===== config.mk =====
export PLATFORM = sky130hd
export DESIGN_NAME = obs_controller
export DESIGN_NICKNAME = d
export VERILOG_FILES = /design/src/rtl/dino_pkg.sv /design/src/rtl/lfsr8.sv /design/src/rtl/obs_controller.sv
export SDC_FILE = /design/constraint.sdc
export NUM_CORES = 1
export LEC_CHECK = 0
export CORE_MARGIN = 4
export CORE_UTILIZATION = 38
export CTS_CLUSTER_SIZE = 8
export DETAILED_ROUTE_END_ITERATION = 8
export PLACE_DENSITY_LB_ADDON = 0.12
export RECOVER_POWER = 100
export SYNTH_ARGS = -nofsm -noshare
export SYNTH_HDL_FRONTEND = slang
export SYNTH_SLANG_ARGS = --single-unit

===== constraint.sdc =====
create_clock -name clk -period 2.2 [get_ports clk]
set_clock_uncertainty 0.05 [all_clocks]
set_input_delay 0.44 -clock clk [delete_from_list [all_inputs] [get_ports clk]]
set_output_delay 0.44 -clock clk [all_outputs]
set_load 0.01 [all_outputs]

===== src/rtl/dino_pkg.sv =====
// Shared definitions for the dino game blocks.
// Contents: obstacle FSM state encoding, default respawn x and the
// LFSR seed/tap mask shared by every pseudo-random source.
package dino_pkg;

    typedef enum logic [1:0] {
        ST_IDLE = 2'd0,
        ST_RUN  = 2'd1,
        ST_WAIT = 2'd2,
        ST_HALT = 2'd3
    } obs_state_t;

    localparam int          SPAWN_X_DEF = 600;

    // x^8 + x^6 + x^5 + x^4 + 1, feedback from bits 7,5,4,3 of a left shifter
    localparam logic [7:0]  LFSR_TAPS   = 8'hB8;
    localparam logic [7:0]  LFSR_SEED   = 8'hA5;

endpackage


===== src/rtl/lfsr8.sv =====
// 8-bit Fibonacci LFSR, free-running every clock outside reset.
// Ports:
//   clk      in   system clock
//   rst_n    in   synchronous reset, active-low (loads LFSR_SEED)
//   o_value  out  current LFSR value, never zero
module lfsr8
    import dino_pkg::*;
(
    input  logic       clk,
    input  logic       rst_n,
    output logic [7:0] o_value
);

    always_ff @(posedge clk) begin
        if (!rst_n) begin
            o_value <= LFSR_SEED;
        end else begin
            o_value <= {o_value[6:0], ^(o_value & LFSR_TAPS)};
        end
    end

endmodule


===== src/rtl/obs_controller.sv =====
// Obstacle position controller: scrolls the obstacle left once per frame,
// respawns it after a pseudo-random gap and raises speed as obstacles pass.
// Ports:
//   clk           in   system clock
//   rst_n         in   synchronous reset, active-low
//   i_frame_tick  in   one-cycle pulse per frame
//   i_start       in   one-cycle pulse, start/restart game
//   i_collision   in   level, dino/obstacle overlap
//   o_xpos        out  obstacle x (XW bits) to the renderer
//   o_active      out  obstacle on screen (RUN)
//   o_passed      out  one-cycle pulse when the obstacle exits left
//   o_speed       out  current speed, hpos units per frame
//   o_halted      out  game over (HALT)
//
// state | meaning
// IDLE  | waiting for the first start
// RUN   | obstacle on screen, moving left each frame
// WAIT  | obstacle off screen, counting down the respawn gap
// HALT  | collision seen, everything frozen until start
module obs_controller
    import dino_pkg::*;
#(
    parameter int CONV       = 0,
    parameter int SPAWN_X    = SPAWN_X_DEF,
    parameter int MIN_GAP    = 16,
    parameter int SPEED_INIT = 2,
    parameter int SPEED_MAX  = 12,
    parameter int SPEED_STEP = 8,
    localparam int XW        = 10 - CONV
) (
    input  logic          clk,
    input  logic          rst_n,
    input  logic          i_frame_tick,
    input  logic          i_start,
    input  logic          i_collision,
    output logic [XW-1:0] o_xpos,
    output logic          o_active,
    output logic          o_passed,
    output logic [3:0]    o_speed,
    output logic          o_halted
);

    localparam int            PCW      = $clog2(SPEED_STEP) + 1;
    localparam logic [XW-1:0] SPAWN_XS = XW'(SPAWN_X >> CONV);

    obs_state_t     state_q, state_d;
    logic [XW-1:0]  xpos_q, xpos_d;
    logic [3:0]     speed_q, speed_d;
    logic [PCW-1:0] pcnt_q, pcnt_d;
    logic [5:0]     gap_q, gap_d;
    logic           passed_d;
    logic [7:0]     lfsr_value;
    logic           unused_lfsr_hi;

    lfsr8 u_lfsr (
        .clk     (clk),
        .rst_n   (rst_n),
        .o_value (lfsr_value)
    );

    // only the low nibble feeds the gap; upper bits serve other consumers
    assign unused_lfsr_hi = ^lfsr_value[7:4];

    always_comb begin
        state_d  = state_q;
        xpos_d   = xpos_q;
        speed_d  = speed_q;
        pcnt_d   = pcnt_q;
        gap_d    = gap_q;
        passed_d = 1'b0;

        case (state_q)
            ST_IDLE, ST_HALT: begin
                // start also overrides a collision still held high in HALT
                if (i_start) begin
                    state_d = ST_RUN;
                    xpos_d  = SPAWN_XS;
                    speed_d = 4'(SPEED_INIT);
                    pcnt_d  = '0;
                end
            end
            ST_RUN: begin
                if (i_collision) begin
                    state_d = ST_HALT;
                end else if (i_frame_tick) begin
                    if (xpos_q >= XW'(speed_q)) begin
                        xpos_d = xpos_q - XW'(speed_q);
                    end else begin
                        state_d  = ST_WAIT;
                        xpos_d   = SPAWN_XS;
                        passed_d = 1'b1;
                        gap_d    = 6'(MIN_GAP) + {2'b00, lfsr_value[3:0]};
                        if (pcnt_q == PCW'(SPEED_STEP - 1)) begin
                            pcnt_d = '0;
                            if (speed_q < 4'(SPEED_MAX)) begin
                                speed_d = speed_q + 4'd1;
                            end
                        end else begin
                            pcnt_d = pcnt_q + PCW'(1);
                        end
                    end
                end
            end
            ST_WAIT: begin
                if (i_collision) begin
                    state_d = ST_HALT;
                end else if (i_frame_tick) begin
                    gap_d = gap_q - 6'd1;
                    if (gap_q == 6'd1) begin
                        state_d = ST_RUN;
                    end
                end
            end
            default: state_d = ST_IDLE;
        endcase
    end

    always_ff @(posedge clk) begin
        if (!rst_n) begin
            state_q  <= ST_IDLE;
            xpos_q   <= SPAWN_XS;
            speed_q  <= 4'(SPEED_INIT);
            pcnt_q   <= '0;
            gap_q    <= '0;
            o_passed <= 1'b0;
            o_active <= 1'b0;
            o_halted <= 1'b0;
        end else begin
            state_q  <= state_d;
            xpos_q   <= xpos_d;
            speed_q  <= speed_d;
            pcnt_q   <= pcnt_d;
            gap_q    <= gap_d;
            o_passed <= passed_d;
            o_active <= (state_d == ST_RUN);
            o_halted <= (state_d == ST_HALT);
        end
    end

    assign o_xpos  = xpos_q;
    assign o_speed = speed_q;

endmodule


* After elaboration in Yosys (flattened, before gate mapping)
Cells that the tools add are included.
** Word-level totals
- Bits in registers :: 37
- Input port bits :: 5
- Output and inout port bits :: 17
- Word-level logic and storage cells :: 77
** Operators by class
- Add/sub/neg operators :: 5
- Magnitude comparators :: 2
- Equal/unequal tests :: 15
- Muxes and demuxes :: 33
- Bitwise operators :: 3
- Reductions and logical operators :: 10
** Operators with widths (number)
- 2-to-1 mux 4 bit :: 11
- 2-to-1 mux 10 bit :: 4
- 2-to-1 mux 6 bit :: 5
- case mux 10 bit (2 select lines) :: 1
- inequality test 2 bit, second input constant :: 8
- case mux 4 bit (2 select lines) :: 2
- 2-to-1 mux 2 bit :: 7
- case mux 6 bit (2 select lines) :: 1
- >= comparator 10 x 4 -> 1 bit :: 1
- subtractor 10 x 4 -> 10 bit :: 1
- adder 4 x 1 -> 4 bit, second input constant :: 2
- XOR reduction 8 bit :: 1
- AND reduction 7 bit :: 1
- adder 5 x 4 -> 6 bit, first input constant :: 1
- equality test 2 bit, second input constant :: 3
- equality test 6 x 1 -> 1 bit, second input constant :: 1
- case mux 2 bit (3 select lines) :: 1
- AND reduction 6 bit :: 1
- subtractor 6 x 1 -> 6 bit, second input constant :: 1
- AND reduction 5 bit :: 1
- equality test 2 x 1 -> 1 bit, second input constant :: 2
- equality test 4 x 3 -> 1 bit, second input constant :: 1
- less-than comparator 4 bit, second input constant :: 1
- AND reduction 4 bit :: 1
- 6 further kinds :: 9

* Longest topological paths before layout
Gate-level depths: netlist (run 1).
- Depth in word-level cells :: 7
- Gate-level depth with buffers :: 9
- Gate-level depth less buffers :: 8

* Hierarchy
From an unflattened synthesis (run 1), not the netlist that was laid out.
** Unflattened totals
- Cells, all modules :: 239
- Area total of the unflattened synthesis :: 2069.5 um2
** By module, submodules not included
- obs_controller :: times used 1, cells an instance 220, area each 1834.3 um2, seq. area each 580.6 um2
- lfsr8 :: times used 1, cells an instance 19, area each 235.2 um2, seq. area each 160.2 um2

* Worst setup path after synthesis (run 1)
OpenSTA, ideal clock, no wires.
- Kind :: reg-to-reg
- From :: reg xpos_q[0] (netlist: o_xpos[0])
- To :: reg xpos_q[4] (netlist: o_xpos[4])
- Setup time :: 0.127 ns
- Arrival time :: 2.264 ns
- Required time :: 2.023 ns
- Path slack :: -0.242 ns
- Cell stages (with the launch flop) :: 10
- Path buffers :: 1
- Clock period less this slack :: 2.442 ns
- Cells stage by stage :: dfxtp_1 > inv_1 > ha_1 > fa_1 > nand2b_1 > a21oi_1 > buf_2 > o21a_1 > o21ai_1 > or3b_1
** Between the ends
- Cells in the longest elaborated chain, start to end :: 5
- Elaborated cells on any way between the ends :: 6
- Classes of those cells :: add/sub (1); order compare (1); mux (4)
** Ends and longest elaborated chain
- from (decl) :: RTL line obs_controller.sv:47 : logic [XW-1:0] xpos_q, xpos_d;
- from (signal assigned) :: RTL line obs_controller.sv:130 : xpos_q <= xpos_d;
- subtractor 10 x 4 -> 10 bit or >= comparator 10 x 4 -> 1 bit (tied branches) :: RTL line obs_controller.sv:87, obs_controller.sv:86
- 2-to-1 mux 10 bit * :: RTL line obs_controller.sv:86 : if (xpos_q >= XW'(speed_q)) begin
- 2-to-1 mux 10 bit * :: RTL line obs_controller.sv:85 : end else if (i_frame_tick) begin
- 2-to-1 mux 10 bit * :: RTL line obs_controller.sv:83 : if (i_collision) begin
- case mux 10 bit (2 select lines) * :: RTL line obs_controller.sv:72 : case (state_q)
Every way passes the cells marked *; elsewhere a longest branch is shown, timed or not. The select of a mux whose other input is x is not followed.
A chain may end at the register's enable or synchronous reset.

* Final worst setup path (run 1)
- From :: reg xpos_q[0] (netlist: o_xpos[0])
- To :: reg speed_q[3] (netlist: o_speed[3])
** Between the ends
- Cells in the longest elaborated chain, start to end :: 3
** Ends and longest elaborated chain
- >= comparator 10 x 4 -> 1 bit :: RTL line obs_controller.sv:86
- inequality test 2 bit (no source line)
- AND reduction 7 bit (no source line)
- to (signal assigned) :: RTL line obs_controller.sv:122 : speed_q <= 4'(SPEED_INIT);
- to (signal assigned) :: RTL line obs_controller.sv:131 : speed_q <= speed_d;
- to (decl) :: RTL line obs_controller.sv:48 : logic [3:0] speed_q, speed_d;
No other way between the ends.

==> results of run 1 <==
[layout make-up]
| type | count | share of cell area (%) |
|---|---|---|
| Multi-Input combinational cell | 165 | 44.8 |
| Sequential cell | 37 | 26.6 |
| Timing Repair Buffer | 67 | 19.7 |
| Tap cell | 67 | 2.98 |
| Clock buffer | 6 | 2.58 |
| Inverter | 15 | 2.00 |
| Clock inverter | 2 | 1.38 |
[flip-flops by register name, indices dropped and copies added, names as in the netlist]
name / flops
o_xpos: 10
o_passed: 1
pcnt_q: 4
u_lfsr.o_value: 8
state_q: 2
gap_q: 6
o_active: 1
o_speed: 4
o_halted: 1
[cell families (layout without fill, tap and decap cells)]
| group | after synthesis | after routing |
|---|---|---|
| AND/OR/NAND/NOR | 92 | 92 |
| flip-flops | 37 | 37 |
| multiplexers | 2 | 2 |
| buffers and inverters | 23 | 90 |
| XOR/XNOR | 8 | 8 |
| adder cells (fa/ha/maj) | 11 | 11 |
| AO/OA/AOI/OAI | 52 | 52 |
[cell usage after synthesis (all sizes together) (3+ instances only)]
cell type  number
nand2          11
ha             10
o311ai          3
o211ai          4
clkbuf          6
nand2b         10
inv            14
nor3           10
nor2b           8
or4             3
nor2           20
a21oi           7
dfxtp          37
nand3           7
xnor2           3
or3             3
o21a            4
o31ai           5
and2            3
o21ai           9
nand4           6
nor4            3
a211oi          5
xor2            5
[metal layers]
metal / wire length (microns) / share of wire [%]
met2: 2240 / 44
met1: 2510 / 49
met4: 81 / 1.6
met3: 267 / 5.2
met5: 0 / 0
[per-stage QoR]
| step | utilization, % | total power (uW) | cell area [sq um] |
|---|---|---|---|
| final | 57.7 | 2030 | 2820 |
| after global routing | 57.7 | 2160 | 2820 |
| after CTS | 55.6 | 1990 | 2710 |
| after detailed placement | 52.7 | 1360 | 2570 |
| after global placement | 52.7 | 1360 | 2570 |
| after floorplan | - | 1110 | 2020 |
[worst reg2reg max path, stage by stage (launching register included)]
cell	delay [ps]
dfxtp_2	330
inv_2	60
ha_4	130
fa_2	200
nand2b_4	150
a21oi_4	90
buf_6	140
or3_4	330
or3_4	370
a221oi_2	220
[cell usage in the layout (no fill, tap or decap), types with 4 or more instances in the layout]
cell,n
buf_4,40
dfxtp_1,33
nor2_1,18
inv_1,13
clkdlybuf4s50_1,13
nand2_1,11
nor3_1,9
nor2b_1,8
nand2b_1,8
o21ai_0,8
dlygate4sd3_1,8
ha_1,7
a21oi_1,6
nand4_1,6
nand3_1,6
a211oi_1,5
xor2_1,5
clkbuf_8,5
o31ai_1,4
o211ai_1,4
clkbuf_1,4
[worst paths after layout]
| kind | start | endpoint |
|---|---|---|
| max reg2reg | o_xpos[0]$_SDFFE_PN0P_ | o_speed[3]$_SDFFE_PN0P_ |
| min reg2reg | u_lfsr.o_value[6]$_SDFF_PN0_ | u_lfsr.o_value[7]$_SDFF_PN1_ |
| max | o_xpos[0]$_SDFFE_PN0P_ | o_speed[3]$_SDFFE_PN0P_ |
| min | u_lfsr.o_value[6]$_SDFF_PN0_ | u_lfsr.o_value[7]$_SDFF_PN1_ |
[timing repair]
item	CTS	global route
gates resized for setup	6	17
buffers inserted	0	6
hold buffers	0	0
setup endpoints to repair	16	14
pin swaps	2	14
[where the power goes]
group	internal, uW	leakage, uW	switching (uW)
registers	714	0.000303	33.6
clock network	340	0.0000554	262
logic	346	0.000704	331
total	1400	0.00106	626
==> results.py, run 1 <==
metrics = {
    "yosys": {
        "synth_compound_area_share_pct": 19.5,
        "synth_simple_gate_area_share_pct": 26.5,
        "async_flop_share_pct": 0,
        "ys_types": 52,
        "synth_fp_nets": 241,
        "synth_area_leaders": "dfxtp_1, ha_1, nor2_1, nand2b_1, inv_1",
        "synth_top_family_by_area": "simple AND/OR/NAND/NOR gates",
        "ys_seq_area_share_pct": 37.6,
        "yosys_warnings": 0,
        "postSynthAreaPerCell_sq_um": 8.76,
        "synth.largest_area_cell": "dfxtp_1",
        "synth-xor-area-share_pct": 3.55,
        "synth_mux_area_share_pct": 1.02,
        "synthAdderAreaFrac_pct": 7.36,
        "yosysTopAreaCellShare_pct": 37.6,
        "synth_edf_count": 0,
        "syn_area_sq_um": 1970,
        "synth_ff_type": "dfxtp_1",
        "synthCells": 225,
        "synth_seq_cells": 37,
    },
    "worst_setup_path": {
        "worst-path-stages": 9,
        "path_buf_inv": 2,
        "r2r_slack_ps": 40,
        "startpoint_type": "flip-flop",
        "crit_family": "simple AND/OR/NAND/NOR gates",
        "worstPathArrival_ps": 2320,
        "max_stage_delay_ps": 370,
        "cp_max_fo": 6,
        "crit_path_end_kind": "flip-flop",
        "path_class": "reg2reg",
        "crit_chain": "inv_2 > ha_4 > fa_2 > nand2b_4 > a21oi_4 > buf_6 > or3_4 > or3_4 > a221oi_2",
        "cp.required_ps": 2370,
        "crit_slowest_cell": "or3_4",
        "r2r_cells": 9,
        "critPathMostFrequentCell": "or3_4",
    },
    "outcome": {
        "outcome": "complete, no violations",
    },
    "floorplanning": {
        "boundaryPins": 22,
        "dieArea_sq_um": 6410,
        "core-area_sq_um": 4880,
        "die_w_microns": 80.0,
        "rows": 25,
        "die_h_microns": 80.0,
        "start_util_pct": 40.4,
    },
    "clocking": {
        "cts_tree": "built",
        "cts-root-buf": "clkbuf_8",
        "insertion_delay_ps": 300,
        "clkTransAtPathRegs_ps": 80,
        "cts.sinks": 37,
        "cts_buffers": 5,
        "cts_buffer_depth": 2,
        "htreeDepth": 2,
    },
    "placement": {
        "place_ws_ps": -61.5,
        "placement.io_buffers": 21,
        "place_hpwl_mm": 3.50,
        "gp_congestion": 0.812,
        "dp.cells": 345,
    },
    "drt": {
        "num_vias": 1867,
        "ant_nets": 0,
        "drt_iter0_drc": 158,
        "drc_errors": 0,
        "wl_per_cell_microns": 14.2,
        "first_pass_iters": 4,
        "drt_wl_total_mm": 5.10,
        "viasPerCell": 5.20,
    },
    "power_and_ir_drop": {
        "power_density_nw_per_um2": 719,
        "p_leak_uw": 0.00106,
        "ir_worst_vdd_uv": 343,
    },
    "global_route": {
        "busiest_layer": "met2",
        "antenna_found_initial": 0,
        "use_met2_pct": 24.8,
        "globalRouteOverflowTotal": 0,
        "grt_max_degree": 16,
        "grtUsageMet1_pct": 24.8,
        "track_usage_pct": 17.4,
        "gr-usage-met3_pct": 4.51,
        "grt_pass1_vias": 1731,
        "grt_first_pass_wirelength_mm": 8.58,
    },
    "timing": {
        "max_freq_ghz": 0.464,
        "finalHoldViolations": 0,
        "period_needed_ps": 2160,
        "grt_setup_unrepaired": "true",
        "slew_viol_final": 0,
        "maxSlewHeadroom_pct": 56.1,
        "tightest_slew_ps": 659,
        "setup_viol": 0,
        "hold_ws_ps": 359,
        "layout_setup_ws_ps": 44.8,
        "period_share_pct": 98.0,
        "finalSetupTns_ps": 0,
    },
    "cells_and_area": {
        "fin_cells": 359,
        "seqCellArea_sq_um": 748,
        "diodes": 0,
        "area_growth_pct": 42.9,
        "drive_gt1_share_pct": 28.4,
        "nets": 307,
        "n_fill_cell": 454,
        "multi_input_comb_area_sq_um": 1260,
    },
    "job": {
        "max_cap_viol_count": 0,
    },
    "worst_hold_path": {
        "min_delay_path_depth": 1,
        "hp-class": "reg2reg",
    },
}
Power figures use the tool's default switching activity.
==> run 2, diff against run 1 <==
--- a/config.mk
+++ b/config.mk
@@ -5,8 +5,10 @@
 export SDC_FILE = /design/constraint.sdc
 export NUM_CORES = 1
 export LEC_CHECK = 0
+export CAP_MARGIN = 0
 export CORE_MARGIN = 4
 export CORE_UTILIZATION = 38
+export CTS_CLUSTER_DIAMETER = 120
 export CTS_CLUSTER_SIZE = 8
 export DETAILED_ROUTE_END_ITERATION = 8
 export PLACE_DENSITY_LB_ADDON = 0.12
==> results of run 2 <==
The final DEF is identical to that of run 1; final timing and power are the same.
==> run 3, diff against run 2 <==
==> constraint.sdc (replaced) <==
create_clock -name clk -period 2.29 [get_ports clk]
set_clock_uncertainty 0.05 [all_clocks]
set_input_delay 0.458 -clock clk [delete_from_list [all_inputs] [get_ports clk]]
set_output_delay 0.458 -clock clk [all_outputs]
set_load 0.01 [all_outputs]
==> run 3 against run 2 <==
Clock power increased by 12%. Worst setup slack improved by 51 ps. Critical path depth decreased by 2. Hold slack improved by 2.4 ps. Sequential power decreased by 4.0%. Global-route usage decreased by 1.4 points. Sequential share of layout area increased by 1.4 points. Core utilization decreased by 3.2 points. Maximum frequency decreased by 1.8%. Cell count decreased by 3.6%. Register-to-register slack improved by 50 ps. Clock-buffer cell count decreased by 1. Critical endpoint is now pcnt_q[0]$_SDFFE_PN0P_. Largest cell class unchanged.
==> results.py, run 3 (same netlist as run 1, synthesis figures left out) <==
metrics = {
    "timing": {
        "period_share_pct": 95.8,
        "tightest_slew_ps": 524,
        "layout_setup_ws_ps": 95.5,
        "setup_viol": 0,
        "slew_viol_final": 0,
        "max_freq_ghz": 0.456,
        "finalHoldViolations": 0,
        "maxSlewHeadroom_pct": 65.0,
        "period_needed_ps": 2190,
        "finalSetupTns_ps": 0,
    },
    "worst_setup_path": {
        "rr_endpoint": "pcnt_q[0]$_SDFFE_PN0P_",
        "worstPathArrival_ps": 2350,
        "crit_chain": "inv_1 > ha_1 > nand4_1 > nand3_2 > or2_4 > or4_4 > o31ai_2",
        "path_buf_inv": 1,
        "r2r_slack_ps": 100,
        "r2r_cells": 7,
        "cp.required_ps": 2450,
        "startpoint_type": "flip-flop",
        "crit_path_end_kind": "flip-flop",
        "max_stage_delay_ps": 500,
        "path_class": "reg2reg",
        "reg2reg_from": "o_speed[2]$_SDFFE_PN0P_",
        "cp_max_fo": 5,
        "crit_family": "simple AND/OR/NAND/NOR gates",
        "cp-startpoint": "o_speed[2]$_SDFFE_PN0P_",
        "crit_slowest_cell": "or4_4",
    },
    "clocking": {
        "cts_tree": "built",
        "htreeDepth": 2,
        "cts_buffer_depth": 2,
        "cts_buffers": 5,
        "ctsHoldBuffers": 0,
        "insertion_delay_ps": 290,
        "cts-root-buf": "clkbuf_8",
        "clkTransAtPathRegs_ps": 80,
        "cts.sinks": 37,
    },
    "cells_and_area": {
        "area_growth_pct": 35.0,
        "n_fill_cell": 479,
        "fin_cells": 346,
        "stdcell_area_sq_um": 2660,
        "layout_common_cells": "dfxtp_1, buf_4, nor2_1",
        "diodes": 0,
        "largest_reg_flops": 10,
        "nets": 294,
        "drive_gt1_share_pct": 22.2,
        "layout_commonest_cell": "dfxtp_1",
    },
    "floorplanning": {
        "die_h_microns": 80.0,
        "rows": 25,
        "boundaryPins": 22,
        "start_util_pct": 40.4,
        "core-area_sq_um": 4880,
        "die_w_microns": 80.0,
        "dieArea_sq_um": 6410,
    },
    "power_and_ir_drop": {
        "ir_worst_vdd_uv": 310,
        "power_density_nw_per_um2": 737,
        "p_leak_uw": 0.000997,
    },
    "global_route": {
        "grtUsageMet1_pct": 22.1,
        "grt_pass1_vias": 1752,
        "grt_first_pass_wirelength_mm": 8.09,
        "antenna_found_initial": 0,
        "globalRouteOverflowTotal": 0,
        "track_usage_pct": 16.0,
        "grt_max_degree": 15,
        "use_met2_pct": 24.8,
        "gr-usage-met3_pct": 3.72,
        "busiest_layer": "met2",
    },
    "placement": {
        "gp_congestion": 0.827,
        "placement.io_buffers": 21,
        "dp.cells": 334,
        "place_ws_ps": 44.8,
        "placement.cell_area_sq_um": 2460,
        "place_hpwl_mm": 3.41,
    },
    "worst_hold_path": {
        "hold_start": "u_lfsr.o_value[6]$_SDFF_PN0_",
        "min_delay_path_depth": 1,
        "hold_end": "u_lfsr.o_value[7]$_SDFF_PN1_",
        "hp-class": "reg2reg",
    },
    "drt": {
        "wl_per_cell_microns": 13.6,
        "ant_nets": 0,
        "drt_iter0_drc": 89,
        "viasPerCell": 5.18,
        "num_vias": 1791,
        "drt_wl_total_mm": 4.71,
        "first_pass_iters": 4,
        "drc_errors": 0,
    },
    "job": {
        "max_cap_viol_count": 0,
    },
    "outcome": {
        "outcome": "complete, no violations",
    },
}
[run 3: cell types whose count changed in the layout (fill, tap and decap cells not counted), moves of 2 or more]
cell / change
buf_4: -12
clkdlybuf4s50_1: -3
dlygate4sd3_1: +3
buf_6: -2
dfxtp_1: +2
ha_4: -2
[run 3: how the worst max path moves through the flow]
stage	cells past startpoint	endpoint	slack, ps
floorplan	9	o_xpos[4]$_SDFFE_PN1P_	-80
detailed placement	9	o_xpos[4]$_SDFFE_PN1P_	40
finish	7	pcnt_q[0]$_SDFFE_PN0P_	100
CTS	7	pcnt_q[0]$_SDFFE_PN0P_	6
global placement	7	pcnt_q[0]$_SDFFE_PN0P_	60
global route	9	o_speed[3]$_SDFFE_PN0P_	-20
[run 3: metrics by stage]
step	util, %	total power [uW]	hold slack [ps]
floorplan	-	1040	336
global placement	50.4	1260	341
detailed placement	50.4	1250	344
CTS	53.2	1940	363
global route	54.6	2070	390
finish	54.6	1960	362
[run 3: worst reg2reg max path, cell delays in order (launching register included)]
cell	delay, ps
dfxtp_1	330
inv_1	50
ha_1	350
nand4_1	180
nand3_2	160
or2_4	290
or4_4	500
o31ai_2	210
[run 3: cell type report]
cell class / instances / area, sq um / share of cell area [%]
flip-flops and latches: 37 / 743 / 27.9
well taps: 67 / 83.8 / 3.15
multi-input cells: 165 / 1200 / 45.0
repair buffers: 54 / 448 / 16.8
clock buffers: 5 / 68.8 / 2.58
clock inverters: 3 / 65.1 / 2.44
inverters: 15 / 56.3 / 2.11
[run 3: what timing repair did]
action,4_1_cts,5_1_grt
setup buffers,0,3
endpoints found under the hold margin,0,0
gates resized for setup,0,13
setup endpoints to repair,0,23
[run 3: routing by layer]
layer / vias up / wire [microns]
met5: - / 0
met4: 0 / 28
met3: 2 / 166
met2: 30 / 2110
met1: 841 / 2410
li1: 918 / -
[run 3: where the power goes]
part / leakage (uW) / switching (uW) / internal [uW]
clock: 0.0000681 / 243 / 433
sequential: 0.000302 / 31.7 / 686
combinational: 0.000626 / 290 / 277
